$ cat src/rtl/status_register_unit_if.sv
// Bus bundle between the pipeline and the NZCV status register unit.
// master = pipeline side (drives EXE/exception controls, reads flags),
// slave  = status register unit.
interface status_register_unit_if;
  logic       exe_valid;
  logic       s_en;
  logic       flush;
  logic       freeze;
  logic [3:0] alu_flags;
  logic [3:0] flag_mask;
  logic       exc_take;
  logic       exc_ret;
  logic       n, z, c, v;
  logic       n_fwd, z_fwd, c_fwd, v_fwd;
  logic       shadow_valid;
  logic [3:0] shadow_flags;

  modport master (
    output exe_valid, s_en, flush, freeze, alu_flags, flag_mask, exc_take, exc_ret,
    input  n, z, c, v, n_fwd, z_fwd, c_fwd, v_fwd, shadow_valid, shadow_flags
  );

  modport slave (
    input  exe_valid, s_en, flush, freeze, alu_flags, flag_mask, exc_take, exc_ret,
    output n, z, c, v, n_fwd, z_fwd, c_fwd, v_fwd, shadow_valid, shadow_flags
  );
endinterface

$ cat src/rtl/status_register_unit.sv
// Architectural NZCV status register feeding the ID-stage condition check.
// Flags are packed {n,z,c,v}. A single shadow copy supports exception
// entry/return.
//
//   state     | meaning
//   ----------+-----------------------------------------------
//   ST_NORMAL | no saved copy; exc_ret is ignored
//   ST_EXC    | shadow holds saved flags; exc_ret restores them
module status_register_unit #(
  parameter logic [3:0] RESET_FLAGS = 4'b0000,
  parameter bit         FWD_EN      = 1'b1
) (
  input logic                  clk,
  input logic                  rst,
  status_register_unit_if.slave bus
);

  typedef enum logic {ST_NORMAL, ST_EXC} state_t;

  state_t     r_state;
  state_t     w_state_next;
  logic [3:0] r_flags;
  logic [3:0] r_shadow;
  logic [3:0] w_flags_next;
  logic [3:0] w_shadow_next;
  logic [3:0] w_cand;
  logic [3:0] w_fwd;
  logic       w_upd;
  logic       w_restore;

  assign w_upd     = bus.exe_valid & bus.s_en & ~bus.flush & ~bus.freeze;
  assign w_cand    = (bus.alu_flags & bus.flag_mask) | (r_flags & ~bus.flag_mask);
  assign w_restore = bus.exc_ret & ~bus.freeze & (r_state == ST_EXC);

  // Next-flag selection: restore beats a same-cycle update; freeze holds.
  always_comb begin
    w_flags_next = r_flags;
    if (w_restore) begin
      w_flags_next = r_shadow;
    end else if (w_upd) begin
      w_flags_next = w_cand;
    end
  end

  // Exception FSM next state and shadow capture (shadow saves post-update value).
  always_comb begin
    w_state_next  = r_state;
    w_shadow_next = r_shadow;
    if (!bus.freeze) begin
      case (r_state)
        ST_NORMAL: begin
          if (bus.exc_take) begin
            w_shadow_next = w_flags_next;
            w_state_next  = ST_EXC;
          end
        end
        ST_EXC: begin
          if (bus.exc_take) begin
            w_shadow_next = w_flags_next;
          end else if (bus.exc_ret) begin
            w_state_next = ST_NORMAL;
          end
        end
        default: w_state_next = ST_NORMAL;
      endcase
    end
  end

  // State, flag and shadow registers.
  always_ff @(posedge clk or posedge rst) begin
    if (rst) begin
      r_state  <= ST_NORMAL;
      r_flags  <= RESET_FLAGS;
      r_shadow <= 4'b0000;
    end else begin
      r_state  <= w_state_next;
      r_flags  <= w_flags_next;
      r_shadow <= w_shadow_next;
    end
  end

  // Forwarding lets the condition check see a same-cycle flag write.
  assign w_fwd = FWD_EN ? w_flags_next : r_flags;

  assign {bus.n, bus.z, bus.c, bus.v}                 = r_flags;
  assign {bus.n_fwd, bus.z_fwd, bus.c_fwd, bus.v_fwd} = w_fwd;
  assign bus.shadow_valid = (r_state == ST_EXC);
  assign bus.shadow_flags = r_shadow;

endmodule

$ cat src/flat_wrapper.sv
// flat-port wrapper written by rule: the top's interface ports become plain ports
module status_register_unit_flat 
#(
  parameter logic [3:0] RESET_FLAGS = 4'b0000,
  parameter bit         FWD_EN      = 1'b1
)
  (clk, rst, bus_exe_valid, bus_s_en, bus_flush, bus_freeze, bus_alu_flags, bus_flag_mask, bus_exc_take, bus_exc_ret, bus_n, bus_z, bus_c, bus_v, bus_n_fwd, bus_z_fwd, bus_c_fwd, bus_v_fwd, bus_shadow_valid, bus_shadow_flags);
  status_register_unit_if bus_i ();
  input logic clk;
  input logic rst;
  input wire logic [$bits(bus_i.exe_valid)-1:0] bus_exe_valid;
  input wire logic [$bits(bus_i.s_en)-1:0] bus_s_en;
  input wire logic [$bits(bus_i.flush)-1:0] bus_flush;
  input wire logic [$bits(bus_i.freeze)-1:0] bus_freeze;
  input wire logic [$bits(bus_i.alu_flags)-1:0] bus_alu_flags;
  input wire logic [$bits(bus_i.flag_mask)-1:0] bus_flag_mask;
  input wire logic [$bits(bus_i.exc_take)-1:0] bus_exc_take;
  input wire logic [$bits(bus_i.exc_ret)-1:0] bus_exc_ret;
  output wire logic [$bits(bus_i.n)-1:0] bus_n;
  output wire logic [$bits(bus_i.z)-1:0] bus_z;
  output wire logic [$bits(bus_i.c)-1:0] bus_c;
  output wire logic [$bits(bus_i.v)-1:0] bus_v;
  output wire logic [$bits(bus_i.n_fwd)-1:0] bus_n_fwd;
  output wire logic [$bits(bus_i.z_fwd)-1:0] bus_z_fwd;
  output wire logic [$bits(bus_i.c_fwd)-1:0] bus_c_fwd;
  output wire logic [$bits(bus_i.v_fwd)-1:0] bus_v_fwd;
  output wire logic [$bits(bus_i.shadow_valid)-1:0] bus_shadow_valid;
  output wire logic [$bits(bus_i.shadow_flags)-1:0] bus_shadow_flags;
  assign bus_i.exe_valid = bus_exe_valid;
  assign bus_i.s_en = bus_s_en;
  assign bus_i.flush = bus_flush;
  assign bus_i.freeze = bus_freeze;
  assign bus_i.alu_flags = bus_alu_flags;
  assign bus_i.flag_mask = bus_flag_mask;
  assign bus_i.exc_take = bus_exc_take;
  assign bus_i.exc_ret = bus_exc_ret;
  assign bus_n = bus_i.n;
  assign bus_z = bus_i.z;
  assign bus_c = bus_i.c;
  assign bus_v = bus_i.v;
  assign bus_n_fwd = bus_i.n_fwd;
  assign bus_z_fwd = bus_i.z_fwd;
  assign bus_c_fwd = bus_i.c_fwd;
  assign bus_v_fwd = bus_i.v_fwd;
  assign bus_shadow_valid = bus_i.shadow_valid;
  assign bus_shadow_flags = bus_i.shadow_flags;
  status_register_unit #(.RESET_FLAGS(RESET_FLAGS), .FWD_EN(FWD_EN)) u_core (.clk(clk), .rst(rst), .bus(bus_i));
endmodule
$ cat config.mk
export PLATFORM = sky130hd
export DESIGN_NAME = status_register_unit_flat
export DESIGN_NICKNAME = d
export VERILOG_FILES = /design/src/rtl/status_register_unit_if.sv /design/src/rtl/status_register_unit.sv /design/src/flat_wrapper.sv
export SDC_FILE = /design/constraint.sdc
export NUM_CORES = 1
export LEC_CHECK = 0
export BUFFER_PORTS_ARGS = -buffer_cell sky130_fd_sc_hd__buf_2
export CAP_MARGIN = 5
export CORE_AREA = 8 8 45 47
export DETAILED_ROUTE_END_ITERATION = 8
export DIE_AREA = 0 0 53 55
export GPL_TIMING_DRIVEN = 0
export PLACE_DENSITY = 0.69
export SLEW_MARGIN = 30
export SYNTH_ARGS = -nofsm -noshare
export SYNTH_HDL_FRONTEND = slang
export SYNTH_SLANG_ARGS = --single-unit
$ cat constraint.sdc
create_clock -name clk -period 1.33 [get_ports clk]
set_clock_uncertainty 0.1 [all_clocks]
set_input_delay 0 -clock clk [delete_from_list [all_inputs] [get_ports clk]]
set_output_delay 0 -clock clk [all_outputs]
set_load 0.1 [all_outputs]
==> results.tsv, run 1 <==
metric	value	unit
setup.worst_path.end_class	output port	
seq_area_frac_synth	0.513	
worstPathRequired	1.23	ns
yosys_register_bits	9	
yosysWarningCount	0	
final_estimated_routing_congestion_in_global_placement	0.731	
buffer_ports.inserted	28	
timing.critical_path.from	u_core.bus.shadow_valid	
power.static_leakage	0.405	nW
holdPathStages	3	
numPlacedInstances	92	
timing.final.crit_period	1.58	ns
fp.dieArea	2920	um^2
drt-initial-drc-count	10	
finalNonFillerCells	110	
row_count	14	
instance_area_at_placement	668	um^2
post_route_cells_drive_above_1_share	0.574	
total_clock_sinks	9	
grt_max_degree	10	
antenna_found_initial	0	
die_h	55	um
report.final.setup_viol	7	
holdCritPathClass	in -> reg	
routed-via-count	548	
power-per-cell-area	2430	nW/um^2
core_area	1380	um^2
slew-limit-headroom	0.674	
cts_root_buf	clkbuf_4	
tritoncts_buffer_count	3	
syn_avg_cell_area	9.15	um^2
grt_first_pass_wirelength	2590	um
antennaDiodeCount	0	
drt-wirelength-per-cell	15.5	um
area.growth.synth_to_final	107	%
first_global_vias	585	
worstMarginPinSlew	0.493	ns
mapped_area	439	um^2
r2r_cells	6	
yosys.cell_types.count	13	
report.final.slew_viol_count	0	
htree_num_levels	1	
finish.net_count	111	
routed_via_density	4.98	
place_hpwl	1220	um
setup_repair_after_global_routing_missed_its_margin	true	
status	finished, violations left	
drt-pass1-iter-count	4	
overall_global_routing_resource_usage	0.121	
holdCritStartpoint	bus_alu_flags[3]	
fmax	0.631	GHz
critical_path.max_fanout	8	
mappedNetlistNets	64	
postSynthCellCount	48	
cts_tree	yes	
drcViolationCount	0	
ir_worst_vdd	1160	uV
finalHoldViolations	0	
drt.antenna.violating_nets	0	
max_cap_violations	0	
violations	setup timing	
final.setup.worst_slack	-0.254	ns
startpoint_type	register	
clk_pin_slew	0.06	ns
place_ws	-0.494	ns
clock_network_latency_to_the_later_pin_of_the_worst_skew_pair	0.26	ns
finalCoreUtilization	0.657	
grt.overflow.total	0	
clock_path_buffers	2	
regToRegStartpoint	u_core.bus.shadow_valid	
floorplan.initialDensity	0.317	
critical_path_arrival	1.48	ns
boundaryPins	29	
post-route-period-util	1.19	
worst-setup-path-type	reg -> out	
die_width	53	um
fin_area	910	um^2
finalWirelength	1710	um
-- sequential cells by signal (all words and copies together), names as in the netlist --
name	cells
u_core.bus.shadow_valid	1
u_core.r_flags	4
u_core.bus.shadow_flags	4
-- report_power, final --
group	leakage, nW	total (W)	switching [W]	internal [W]
registers	0.0926	0.000428	0.0000618	0.000366
clock network	0.0150	0.000207	0.0000914	0.000115
logic	0.297	0.00157	0.00116	0.000418
total	0.405	0.00221	0.00131	0.000899
-- layout by cell type (no fill, tap or decap) --
cell / n
buf_12: 5
nand4bb_1: 1
a21oi_2: 1
buf_4: 6
dfrtp_2: 4
a31oi_1: 4
inv_1: 6
dlygate4sd3_1: 5
and4bb_4: 1
dfrtp_1: 4
nand2_1: 2
buf_6: 1
nand3b_1: 1
o21ai_0: 5
nand2b_1: 1
dfrtp_4: 1
clkbuf_4: 4
and2b_1: 1
nor2_2: 4
a21oi_1: 4
nand3_1: 4
a31oi_4: 4
clkbuf_1: 1
dlymetal6s4s_1: 1
buf_2: 23
-- cells in the mapped netlist (all sizes together) --
master / number / area share
and4bb: 1 / 0.037
a21oi: 5 / 0.057
nand3b: 1 / 0.017
a31oi: 8 / 0.11
dfrtp: 9 / 0.51
inv: 6 / 0.051
nand3: 4 / 0.046
nand4bb: 1 / 0.026
and2b: 1 / 0.017
nand2b: 1 / 0.014
o21ai: 5 / 0.057
nor2: 4 / 0.034
nand2: 2 / 0.017
-- critical path, stage by stage (launching register included) --
cell      delay, ns
dfrtp_4        0.47
nand3b_1       0.15
buf_12         0.16
nor2_2         0.05
a31oi_4        0.18
buf_12         0.20
-- area by class of cell --
type,instances,area (um^2)
Tap cell,16,20.0
Fill cell,131,474
Sequential cell,9,234
Timing Repair Buffer,42,342
Inverter,6,22.5
Multi-Input combinational cell,33,265
Clock buffer,4,26.3
-- worst paths after layout --
path | end | slack, ns
max in group asynchronous | u_core.bus.shadow_valid | 0.69
min in group asynchronous | u_core.bus.shadow_valid | 0.15
hold / removal | u_core.bus.shadow_flags[3] | 0.003
setup / recovery | bus_z_fwd | -0.25
setup reg to reg | u_core.r_flags[2] | -0.08
hold reg to reg | u_core.bus.shadow_flags[2] | 0.50
-- what timing repair did --
item / in CTS / in global routing
gates cloned: 0 / 0
pin swaps: 1 / 1
endpoints found under the setup margin: 8 / 12
hold buffers: 6 / 0
hold endpoints to repair: 11 / 0
gates resized for setup: 20 / 4
buffers inserted: 5 / 3
-- cell families (layout without fill, tap and decap cells) --
kind of cell           after synthesis  in the layout  synth area share
flip-flops                           9              9             0.513
AO/OA/AOI/OAI                       18             18             0.228
AND/OR/NAND/NOR                     15             15             0.208
buffers and inverters                6             52            0.0513
-- metrics by stage --
| step | setup TNS [ns] | power (W) | hold slack [ns] |
|---|---|---|---|
| final | -1.19 | 0.00221 | 0.00261 |
| after global routing | -1.53 | 0.00230 | 0.0254 |
| after CTS | -0.993 | 0.00216 | 0.00609 |
| after detailed placement | -2.59 | 0.00172 | -0.111 |
| after global placement | -2.30 | 0.00170 | -0.128 |
| after floorplan | -5.59 | 0.00152 | -0.272 |
-- per-layer routing --
metal  GRT usage  vias up  routed length (um)
li1            -      266                   -
met1       0.127      261                 583
met2       0.205       19                 942
met3      0.0481        2                 155
met4      0.0647        0                  26
met5           0        -                   0
Note: power is estimated with default switching activity, not from simulation.
==> run 2, diff against run 1 <==
--- a/constraint.sdc
+++ b/constraint.sdc
@@ -4,2 +4,2 @@
 set_output_delay 0 -clock clk [all_outputs]
-set_load 0.1 [all_outputs]
+set_load 0.01 [all_outputs]
==> results.tsv, run 2 (synthesis gave the netlist of run 1 again) <==
metric	value	unit	change
worstMarginPinSlew	0.374	ns	was 0.493 ns
antenna_found_initial	0		unchanged
drt-pass1-iter-count	4		unchanged
worst-setup-path-type	reg -> out		unchanged
drt-wirelength-per-cell	14.3	um	was 15.5 um
grt_max_degree	10		unchanged
floorplan.initialDensity	0.317		unchanged
totalPowerFinal	0.00105	W	was 0.00221 W
setup.worst_path.end_class	output port		unchanged
post-route-period-util	1.09		was 1.19
report.final.setup_viol	8		was 7
report.final.slew_viol_count	0		unchanged
clock_path_buffers	2		unchanged
drt.antenna.violating_nets	0		unchanged
power.static_leakage	0.372	nW	was 0.405 nW
final_estimated_routing_congestion_in_global_placement	0.781		was 0.731
fmax	0.691	GHz	was 0.631 GHz
status	finished, violations left		unchanged
slew-limit-headroom	0.750		was 0.674
instance_area_at_placement	599	um^2	was 668 um^2
critical_path_arrival	1.35	ns	was 1.48 ns
clk_pin_slew	0.06	ns	about the same
cts_root_buf	clkbuf_4		unchanged
power-per-cell-area	1330	nW/um^2	was 2430 nW/um^2
total_clock_sinks	9		unchanged
final.setup.worst_slack	-0.117	ns	was -0.254 ns
violations	setup timing		unchanged
die_width	53	um	unchanged
grt.overflow.total	0		unchanged
drcViolationCount	0		unchanged
post_route_cells_drive_above_1_share	0.371		was 0.574
finish.net_count	114		was 111
routed_via_density	5.04		was 4.98
finalHoldViolations	0		unchanged
routed-via-count	570		was 548
critical_path.max_fanout	8		unchanged
startpoint_type	register		unchanged
layout.cells.most_common_list	buf_2, dlygate4sd3_1, dfrtp_1		was buf_2, inv_1, buf_4
cts_tree	yes		unchanged
area.growth.synth_to_final	78.9	%	was 107%
core_area	1380	um^2	unchanged
holdCritPathClass	in -> reg		unchanged
worstPathRequired	1.23	ns	about the same
drt-initial-drc-count	26		was 10
fp.dieArea	2920	um^2	unchanged
row_count	14		unchanged
setup_repair_after_global_routing_missed_its_margin	true		unchanged
ir_worst_vdd	652	uV	was 1160 uV
max_cap_violations	0		unchanged
buffer_ports.inserted	28		unchanged
fin_area	786	um^2	was 910 um^2
die_h	55	um	unchanged
htree_num_levels	1		unchanged
grt_first_pass_wirelength	2530	um	was 2590 um
boundaryPins	29		unchanged
most_frequent_standard_cell_in_the_layout_excluding_fill_and_tap_cells	buf_2		unchanged
tritoncts_buffer_count	3		unchanged
finalWirelength	1620	um	was 1710 um
clock_network_latency_to_the_later_pin_of_the_worst_skew_pair	0.26	ns	about the same
timing.final.crit_period	1.45	ns	was 1.58 ns
antennaDiodeCount	0		unchanged
overall_global_routing_resource_usage	0.119		was 0.121
first_global_vias	565		was 585
place_hpwl	1050	um	was 1220 um
-- run 2: cell count changes in the layout (fill, tap and decap cells not counted), moves of 5 or more --
cell           delta
buf_2             +5
dlygate4sd3_1     +8
dfrtp_1           +5
buf_12            -5
-- run 2: path summary, 6_finish.rpt --
check | cells past startpoint | slack, ns | from | to
max in group asynchronous | 3 | 0.74 | rst | u_core.r_flags[2]
max | 4 | -0.12 | u_core.bus.shadow_valid | bus_n_fwd
min in group asynchronous | 3 | 0.14 | rst | u_core.bus.shadow_flags[2]
min | 3 | 0.07 | bus_exc_ret | u_core.bus.shadow_flags[1]
max reg2reg | 4 | -0.02 | u_core.bus.shadow_valid | u_core.bus.shadow_flags[3]
min reg2reg | 2 | 0.48 | u_core.bus.shadow_flags[1] | u_core.bus.shadow_flags[1]
-- run 2: cell type report --
cell class,count,area [um^2]
Multi-Input combinational cell,33,191
Clock buffer,4,26.3
Sequential cell,9,225
Tap cell,16,20.0
Fill cell,126,598
Timing Repair Buffer,45,300
Inverter,6,22.5
-- run 2: routing by layer --
layer | GRT usage | part of all wire
met4 | 0.0690 | 0.037
met5 | 0 | 0
met3 | 0.0481 | 0.098
met1 | 0.115 | 0.36
met2 | 0.211 | 0.51
-- run 2: report_power, final --
group          total [W]  switching [W]  internal [W]  leakage [nW]
Combinational   0.000431       0.000224      0.000207         0.261
Clock           0.000214      0.0000985      0.000116        0.0150
Sequential      0.000403      0.0000470      0.000356        0.0964
-- run 2: critical path: stages, from the launching register on --
cell and delay [ns]:
dfrtp_1 0.38, nand3b_1 0.24, nor2_1 0.08, a31oi_1 0.21, buf_2 0.18
-- run 2: repair_timing --
item                       CTS  global route
hold endpoints to repair    17             0
hold buffers                13             0
buffers inserted             2             2
pin swaps                    1             1
setup endpoints to repair    4             4
resized for setup            0             0
-- run 2: stage by stage --
stage	hold slack [ns]	utilization	TNS, ns	instances	setup slack (ns)
detailed placement	-0.117	0.433	0	92	0.146
global placement	-0.121	0.433	0	92	0.148
CTS	0.0450	0.557	-0.354	111	-0.0961
finish	0.0669	0.568	-0.385	113	-0.117
floorplan	-0.272	-	0	48	0.131
global route	0.0817	0.568	-0.809	113	-0.175
